### src/rtl/if_stage.sv
// Instruction-fetch stage: PC, next-PC selection, IF/ID register and RUN/HALT control.
// Optional performance counters are built when IF_PERF_CNT_EN is defined.
module if_stage #(
    parameter int unsigned                 DATA_WIDTH = 16,
    parameter int unsigned                 ADDR_WIDTH = 8,
    parameter logic [ADDR_WIDTH-1:0]       RESET_PC   = '0,
    parameter logic [DATA_WIDTH-1:0]       NOP_INSTR  = '0
) (
    input  logic                  clk,
    input  logic                  rst,
    output logic [ADDR_WIDTH-1:0] imem_addr_o,
    input  logic [DATA_WIDTH-1:0] imem_rdata_i,
    input  logic                  stall_IF_ID_i,
    input  logic                  flush_IF_ID_i,
    input  logic                  jump_i,
    input  logic [ADDR_WIDTH-1:0] jump_addr_i,
    input  logic                  branch_taken_i,
    input  logic [ADDR_WIDTH-1:0] branch_target_i,
    input  logic                  stop_i,
    output logic [ADDR_WIDTH-1:0] PCD_o,
    output logic [DATA_WIDTH-1:0] instrD_o,
    output logic                  validD_o,
    output logic                  halted_o,
    output logic [15:0]           fetch_cnt_o,
    output logic [15:0]           stall_cnt_o
);

    typedef enum logic {RUN, HALT} state_t;

    state_t                state;
    logic [ADDR_WIDTH-1:0] pc;

    assign imem_addr_o = pc;

    // Decision chain order encodes the priorities: branch > stall > stop > jump > sequential.
    always_ff @(posedge clk or negedge rst) begin
        if (!rst) begin
            state    <= RUN;
            halted_o <= 1'b0;
            pc       <= RESET_PC;
            PCD_o    <= '0;
            instrD_o <= NOP_INSTR;
            validD_o <= 1'b0;
        end else if (state == RUN) begin
            if (branch_taken_i) begin
                pc       <= branch_target_i;
                PCD_o    <= '0;
                instrD_o <= NOP_INSTR;
                validD_o <= 1'b0;
            end else if (stall_IF_ID_i) begin
                if (flush_IF_ID_i) begin
                    PCD_o    <= '0;
                    instrD_o <= NOP_INSTR;
                    validD_o <= 1'b0;
                end
            end else if (stop_i) begin
                state    <= HALT;
                halted_o <= 1'b1;
                PCD_o    <= '0;
                instrD_o <= NOP_INSTR;
                validD_o <= 1'b0;
            end else if (jump_i) begin
                pc       <= jump_addr_i;
                PCD_o    <= '0;
                instrD_o <= NOP_INSTR;
                validD_o <= 1'b0;
            end else begin
                pc <= pc + 1'b1;
                if (flush_IF_ID_i) begin
                    PCD_o    <= '0;
                    instrD_o <= NOP_INSTR;
                    validD_o <= 1'b0;
                end else begin
                    PCD_o    <= pc;
                    instrD_o <= imem_rdata_i;
                    validD_o <= 1'b1;
                end
            end
        end
    end

`ifdef IF_PERF_CNT_EN
    logic fetch_evt;
    logic stall_evt;

    assign fetch_evt = (state == RUN) && !branch_taken_i && !stall_IF_ID_i && !stop_i
                       && !jump_i && !flush_IF_ID_i;
    assign stall_evt = (state == RUN) && stall_IF_ID_i && !branch_taken_i;

    always_ff @(posedge clk or negedge rst) begin
        if (!rst) begin
            fetch_cnt_o <= '0;
            stall_cnt_o <= '0;
        end else begin
            if (fetch_evt && fetch_cnt_o != '1)
                fetch_cnt_o <= fetch_cnt_o + 16'd1;
            if (stall_evt && stall_cnt_o != '1)
                stall_cnt_o <= stall_cnt_o + 16'd1;
        end
    end
`else
    assign fetch_cnt_o = '0;
    assign stall_cnt_o = '0;
`endif

endmodule

### config.mk
export PLATFORM = sky130hd
export DESIGN_NAME = if_stage
export DESIGN_NICKNAME = d
export VERILOG_FILES = /design/src/rtl/if_stage.sv
export SDC_FILE = /design/constraint.sdc
export NUM_CORES = 1
export LEC_CHECK = 0
export ABC_AREA = 1
export CORE_ASPECT_RATIO = 0.6
export CORE_MARGIN = 5
export CORE_UTILIZATION = 36
export CTS_CLUSTER_DIAMETER = 200
export DETAILED_ROUTE_END_ITERATION = 10
export PLACE_DENSITY = 0.84
export RECOVER_POWER = 50
export SLEW_MARGIN = 0
export SYNTH_ARGS = -nofsm -noshare
export SYNTH_HDL_FRONTEND = slang
export SYNTH_SLANG_ARGS = --single-unit
### constraint.sdc
create_clock -name clk -period 1.25 [get_ports clk]
set_clock_uncertainty 0.2 [all_clocks]
set_input_delay 0.1875 -clock clk [delete_from_list [all_inputs] [get_ports clk]]
set_output_delay 0.1875 -clock clk [all_outputs]
set_load 0.01 [all_outputs]
# --- Yosys cells after proc, flatten, opt, wreduce, memory -nomap -nowiden ---
# Cells that the tools add are included.
op_classes:
  div_mod_pow: 0
  order_cmp: 0
  n_mux: 26
  n_eq_ne: 3
  reduce_logical: 3
  shifts: 0
  multipliers: 0
  bitwise: 3
  addsub: 1
op_table:
  columns: ["operator", "count"]
  rows:
  - ["16-bit 2-to-1 mux", 6]
  - ["8-bit 2-to-1 mux", 10]
  - ["1-bit 2-to-1 mux", 10]
  - ["8-bit by 1-bit adder with 8-bit output, second input constant", 1]
  - ["4-bit AND reduction", 1]
  - ["3-bit by 1-bit inequality test with 1-bit output, second input constant", 1]
  - ["1-bit NOT", 3]
  - ["3-bit AND reduction", 1]
  - ["2-bit by 1-bit inequality test with 1-bit output, second input constant", 1]
  - ["2-bit inequality test, second input constant", 1]
  - ["2-bit AND reduction", 1]
totals:
  latchBits: 0
  romBits: 0
  mem_bits_rw: 0
  memories: 0
  reg_bits: 35

# --- Depth between registers and ports, before layout ---
# Gate-level depths: netlist of the first run.
depth:
  word_depth: 5
  mapped_depth: 9
  depth_no_buf: 8

# --- Worst setup path after synthesis of the first run ---
# OpenSTA, ideal clock, no wires.
synth_path:
  kind: "register to register"
  from: "reg pc[0] (netlist: imem_addr_o[0])"
  to: "reg pc[6] (netlist: imem_addr_o[6])"
  required_ns: 0.933
  path_stages_with_launch: 9
  setup_slack_ns: -0.160
  period_less_slack_ns: 1.410
  setup_time_ns: 0.117
  arrival_time_ns: 1.094
  path_cell_list: "dfrtp_1 -> ha_1 -> nand3_1 -> nor2_1 -> nand2_1 -> nand3_1 -> nand2_1 -> nand2_1 -> nand2_1"
synth_between:
  elab_chain_cells: 5
synth_lines:
  columns: ["element", "line_no", "source"]
  rows:
  - ["from (decl)", "31", "logic [ADDR_WIDTH-1:0] pc;"]
  - ["from (signal assigned)", "46", "pc <= branch_target_i;"]
  - ["from (signal assigned)", "63", "pc <= jump_addr_i;"]
  - ["from (signal assigned)", "68", "pc <= pc + 1'b1;"]
  - ["8-bit by 1-bit adder with 8-bit output", "68", null]
  - ["8-bit 2-to-1 mux", "62", "end else if (jump_i) begin"]
  - ["8-bit 2-to-1 mux", "56", "end else if (stop_i) begin"]
  - ["8-bit 2-to-1 mux", "50", "end else if (stall_IF_ID_i) begin"]
  - ["8-bit 2-to-1 mux", "45", "if (branch_taken_i) begin"]
# Every way passes these cells. The select of a mux whose other input is x is not followed.
# A chain may end at the register's enable or synchronous reset.

# --- Final worst setup path of the first run ---
layout_path:
  from: "reg pc[0] (netlist: imem_addr_o[0])"
  to: "out imem_addr_o[0]"
layout_rtl:
  columns: ["element", "line_no", "source"]
  rows:
  - ["to (decl)", "11", "output logic [ADDR_WIDTH-1:0] imem_addr_o,"]
# No word-level cell between the ends.

==> results of run 1 <==
## power by group through the flow
stage / Clock [mW] / Sequential (mW) / Combinational [mW]
5_1_grt: 0.947 / 1.13 / 0.327
3_5_place_dp: 0 / 1.15 / 0.290
4_1_cts: 0.904 / 1.13 / 0.298
6_report: 0.880 / 1.13 / 0.295
3_3_place_gp: 0 / 1.15 / 0.290
2_1_floorplan: 0 / 1.15 / 0.173
## state kept, by name, summed over array words and instances, names as in the netlist
register and count:
PCD_o 8, halted_o 1, imem_addr_o 8, instrD_o 16, state 1, validD_o 1
## worst register-to-register path, stage by stage (launching register included)
cell and delay [ns]:
dfrtp_2 0.43, ha_4 0.19, nand3_4 0.08, nor2_1 0.09
nand2_1 0.07, nand3_2 0.07, nand2_2 0.04, nand2_1 0.05
nand2_1 0.04
## worst max path at each step
stage	startpoint	end	slack [ns]
after floorplan	imem_addr_o[1]$_DFFE_PN0P_	imem_addr_o[6]$_DFFE_PN0P_	-0.11
after CTS	imem_addr_o[1]$_DFFE_PN0P_	imem_addr_o[6]$_DFFE_PN0P_	-0.15
after detailed placement	branch_taken_i	imem_addr_o[0]$_DFFE_PN0P_	-0.48
after global routing	imem_addr_o[0]$_DFFE_PN0P_	imem_addr_o[6]$_DFFE_PN0P_	-0.23
final	imem_addr_o[0]$_DFFE_PN0P_	imem_addr_o[0]	-0.16
after global placement	branch_taken_i	imem_addr_o[0]$_DFFE_PN0P_	-0.42
## synthesized netlist by cell type
cell / n
a21oi_1: 5
nand3_1: 34
nand4_4: 1
nand2_4: 1
ha_1: 1
dfrtp_1: 35
a31o_2: 1
buf_2: 3
inv_2: 2
clkbuf_1: 5
buf_4: 32
buf_6: 2
inv_1: 26
xnor2_1: 1
conb_1: 1
o31ai_1: 1
o22ai_1: 1
nand2_2: 1
nor3_2: 1
a211oi_1: 1
a21oi_2: 1
nor2_1: 18
nand2_1: 35
o211ai_1: 1
o21ai_0: 13
o21ai_2: 19
nand4_1: 1
o211ai_2: 1
## timing repair
item,4_1_cts,5_1_grt
hold buffers,1,0
pin swaps,9,15
endpoints found under the setup margin,67,41
gates resized for setup,170,19
hold endpoints to repair,35,0
cloned,0,1
buffers inserted,10,3
## layer usage
layer,vias up,GRT usage (%),wire length (um)
met2,64,26.17,2897
met3,5,5.090,445
met1,920,21.34,2727
li1,969,-,-
met4,0,3.987,38
met5,-,0,0
## cells in the final DEF (no fill, tap or decap), types with 2 or more instances in the layout
master	netlist	final
dfrtp_1	35	33
nor2_1	18	16
o21ai_2	19	24
nand2_2	1	2
nand3_1	34	28
buf_2	3	32
o21ai_1	0	8
inv_1	26	26
a21oi_1	5	5
buf_4	32	37
conb_1	1	32
nand3_2	0	4
nand2_4	1	6
nand3_4	0	2
nand2_1	35	29
dlygate4sd2_1	0	3
buf_6	2	13
dfrtp_2	0	2
clkdlybuf4s50_1	0	34
clkbuf_8	0	6
## stage by stage
step	cells	cell area [sq um]	util (%)
floorplan	275	2200	-
global placement	421	3004	54.19
detailed placement	421	3004	54.19
CTS	440	3119	56.26
global route	444	3222	58.11
finish	444	3222	58.11
## layout make-up
class	count	area, sq um	share of cell area [%]
clock inverter	1	8.758	0.2718
inverter	28	107.6	3.340
multi-input combinational	170	1027	31.88
sequential	35	878.3	27.26
clock buffer	7	86.33	2.680
tap	80	100.1	3.107
timing repair buffer	123	1013	31.46
## logic make-up after synthesis
logic type | count (synthesis) | share of synthesized area, %
compound gates | 44 | 15.44
buf+inv | 70 | 19.67
xor+xnor | 1 | 0.4290
simple gates | 92 | 20.77
fa+ha+maj | 1 | 0.6126
flops | 35 | 42.89
other cells | 1 | 0.1836
==> flow_summary.ini, run 1 <==
[sta]
hold_violations = 0
tns_ns = -3.110
setup_ws_ns = -0.1573
hold_slack_ns = 0.2379
fmax_mhz = 710.6
finalSetupViolCount = 36
rsz0062_at_grt = yes
maxSlewViolCount = 0
fin_crit_sh_pct = 112.6
period_needed_ns = 1.407

[floorplanning]
num_rows = 21
die_x_um = 107.2
core_sq_mm = 0.005544
num_io_pins = 105
die-area_sq_mm = 0.007328
start_util_pct = 36.83
dieHeight_um = 68.34

[logic_synthesis]
yosys.area.top_type = dfrtp_1
synthDominantCellAreaShare_pct = 42.89
ys_seq_area_share_pct = 42.89
syn_area_sq_mm = 0.002042
synth-seq-cells = 35
ys_types = 28
synthTopCellsByArea = dfrtp_1 43%, buf_4 12%, nand3_1 8.3%
syn_avg_cell_area_sq_um = 8.369
ys_warn_count = 0
syn_inst = 244

[cts]
cts_tree = built
cts.sinks = 35
clockBufferDepth = 2
worstSkewPairLatency_ns = 0.29
cts_root_buffer = clkbuf_8
numCtsBuffers = 5
cts_max_level = 2
clkSlewWorstSetupHoldPaths_ns = 0.07

[worst_setup_path]
critPathKind = flop to output port
end_kind = output port
required_ns = 0.86
critPathLaunchType = flop
cp_num_buf_inv = 2
cp.arrival_ns = 1.02
ff2ff_path_depth = 8
r2r_start = imem_addr_o[0]$_DFFE_PN0P_
crit_chain = buf_4, buf_6
cp_top_family = flip-flops
cp_slowest_cell = dfrtp_2
cpPeakStageDelay_ns = 0.46
r2r_end = imem_addr_o[6]$_DFFE_PN0P_
worst-r2r-setup-slack_ns = -0.13
worst-path-stages = 2
path_max_fanout = 4

[worst_hold_path]
hold_class = primary input to flop
worstHoldStart = imem_rdata_i[14]
min_to = instrD_o[14]$_DFFE_PN0P_
hold_depth = 3

[placed_design]
post-place-ws_ns = -0.4766
hpwl_mm = 4.447
gp_congestion = 0.8557
io_buffers = 72

[detailed_routing]
ant_nets = 0
routed_wl_mm = 6.109
drc = 0
initialDrtViolationCount = 125
drtPass1Iterations = 4
dr_total_vias = 1958
wl_per_cell_um = 13.76
via_per_inst = 4.410

[cells_and_area]
syn_to_final_growth_pct = 57.78
n_fill_cell = 524
finish.net_count = 403
drive_above_1_share_pct = 39.56
antennaDiodeCount = 0

[grt]
grt_pass1_wl_mm = 9.204
grtUsageTotal_pct = 16.20
antenna_found_initial = 0
grt_pass1_vias = 1868
grt_max_degree = 36
grt_overflow = 0

[power_and_ir_drop]
combinationalPowerShare_pct = 12.8
powerDensity_mw_per_mm2 = 716.1
power_mw = 2.307
swShare_pct = 25.17
seqPwrFrac_pct = 49.0
irDropWorstVdd_mv = 0.3641
p_leak_nw = 1.704
clockPowerShare_pct = 38.2
internal_power_mw = 1.726
p_switching_uw = 580.6

[outcome]
violations = setup timing
status = finished, violations left

[flow_run]
maxCapViolCount = 0
(Power assumes the default switching activity.)
==> inputs of run 2 (changes only) <==
==> constraint.sdc (replaced) <==
create_clock -name clk -period 1.25 [get_ports clk]
set_clock_uncertainty 0.2 [all_clocks]
set_input_delay 0.1875 -clock clk [delete_from_list [all_inputs] [get_ports clk]]
set_output_delay 0.1875 -clock clk [all_outputs]
set_load 0.1 [all_outputs]
==> run 2 against run 1 <==
The run still ends with setup timing left. Non-clock buffer count shrank 2. Sequential power is essentially flat. Total power is 15% higher. Die area unchanged. Wire length grew 2.4%. Clock power fell by 4.8%. Critical path depth is the same. Critical path type unchanged. Highest routed layer unchanged.
==> flow_summary.ini, run 2 (synthesis results as in run 1) <==
[outcome]
status = finished, violations left
violations = setup timing

[grt]
busiest_layer = met2
antenna_found_initial = 0
use_met3_pct = 4.901
use_met1_pct = 22.56
grt_pass1_vias = 2005
grtUsageTotal_pct = 17.41
gr-usage-met2_pct = 29.36
grt_pass1_wl_mm = 9.804
grt_overflow = 0
grt_max_degree = 36

[detailed_routing]
drc = 0
ant_nets = 0
drtPass1Iterations = 4
routed_wl_mm = 6.258
dr_total_vias = 1996
initialDrtViolationCount = 120
via_per_inst = 4.516
wl_per_cell_um = 14.16

[sta]
hold_violations = 0
tns_ns = -6.761
fmax_mhz = 674.0
maxSlewViolCount = 0
setup_ws_ns = -0.2337
rsz0062_at_grt = yes
fin_crit_sh_pct = 118.7
finalSetupViolCount = 67
period_needed_ns = 1.484

[cells_and_area]
antennaDiodeCount = 0
drive_above_1_share_pct = 48.07
syn_to_final_growth_pct = 84.80
final_common_cell = buf_12
largest_reg_flops = 16
final_cell_mix = 36 x buf_12, 34 x clkdlybuf4s50_1, 32 x conb_1, 31 x nand3_1, 31 x buf_4
finalNonFillerCells = 442
regMostFlops = instrD_o
finish.net_count = 401

[worst_hold_path]
hold_class = primary input to flop

[cts]
clockBufferDepth = 2
cts_tree = built
worstSkewPairLatency_ns = 0.29
cts_max_level = 2
numCtsBuffers = 5
cts_root_buffer = clkbuf_8
cts.sinks = 35
clkSlewWorstSetupHoldPaths_ns = 0.08

[placed_design]
gp_congestion = 0.8846
post-place-ws_ns = -0.5182
placed_cells = 417
io_buffers = 72
hpwl_mm = 4.555

[worst_setup_path]
required_ns = 0.86
critPathLaunchType = flop
end_kind = output port
cp.arrival_ns = 1.10
critPathKind = flop to output port
cpPeakStageDelay_ns = 0.51
crit_chain = buf_6, buf_12
path_max_fanout = 3
cp_slowest_cell = dfrtp_4

[power_and_ir_drop]
internal_power_mw = 1.666
irDropWorstVdd_mv = 0.5048
p_leak_nw = 1.751
p_switching_uw = 979.2
swShare_pct = 37.02
seqPwrFrac_pct = 42.7
clockPowerShare_pct = 31.7
power_mw = 2.645
combinationalPowerShare_pct = 25.6
powerDensity_mw_per_mm2 = 700.9

[floorplanning]
die-area_sq_mm = 0.007328
num_rows = 21
num_io_pins = 105
dieHeight_um = 68.34
die_x_um = 107.2
start_util_pct = 36.83
core_sq_mm = 0.005544

[flow_run]
maxCapViolCount = 0
## run 2: per-layer routing
layer | up-vias | wire, um
li1 | 964 | -
met1 | 958 | 2744
met2 | 69 | 3078
met3 | 5 | 403
met4 | 0 | 32
met5 | - | 0
## run 2: power groups by stage
stage	Clock, mW	Combinational (mW)	Sequential (mW)
floorplan	0	0.551	1.15
finish	0.838	0.676	1.13
global placement	0	0.664	1.15
CTS	0.838	0.677	1.13
detailed placement	0	0.669	1.15
global route	0.924	0.707	1.13
## run 2: worst max-delay path: cells and delay by family (launching register included)
family,cells,cell delay [ns]
flip-flops,1,0.51
buffers and inverters,2,0.29
## run 2: worst paths after layout
check | startpoint | end | slack [ns] | cells past startpoint
worst min-delay path | imem_rdata_i[10] | instrD_o[10]$_DFFE_PN0P_ | 0.23 | 3
max in group asynchronous | rst | imem_addr_o[1]$_DFFE_PN0P_ | 0.15 | 3
worst max-delay path | imem_addr_o[1]$_DFFE_PN0P_ | imem_addr_o[1] | -0.23 | 2
worst min register to register | halted_o$_DFFE_PN0P_ | halted_o$_DFFE_PN0P_ | 0.32 | 1
min in group asynchronous | rst | instrD_o[1]$_DFFE_PN0P_ | 0.32 | 3
worst max register to register | state$_DFF_PN0_ | PCD_o[2]$_DFFE_PN0P_ | -0.18 | 6
## run 2: final cells by class
| type | instances | area [sq um] |
|---|---|---|
| fill | 415 | 1770 |
| timing repair buffer | 121 | 1521 |
| multi-input combinational | 170 | 1027 |
| sequential | 35 | 930.9 |
| inverter | 28 | 105.1 |
| tap | 80 | 100.1 |
| clock buffer | 5 | 68.82 |
| clock inverter | 3 | 20.02 |
## run 2: repair_timing
action / CTS / global route
endpoints found under the setup margin: 67 / 67
hold buffers: 1 / 0
cloned: 1 / 0
pin swaps: 12 / 0
hold endpoints to repair: 35 / 0
setup buffers: 15 / 3
resized for setup: 44 / 12
## run 2: stage by stage
stage               cell area [sq um]  util, %  hold WS [ns]
floorplan                        2250        -       -0.3081
global placement                 3381    60.98      -0.04157
detailed placement               3381    60.98      -0.03396
CTS                              3721    67.12        0.2085
global route                     3774    68.07        0.2337
finish                           3774    68.07        0.2318
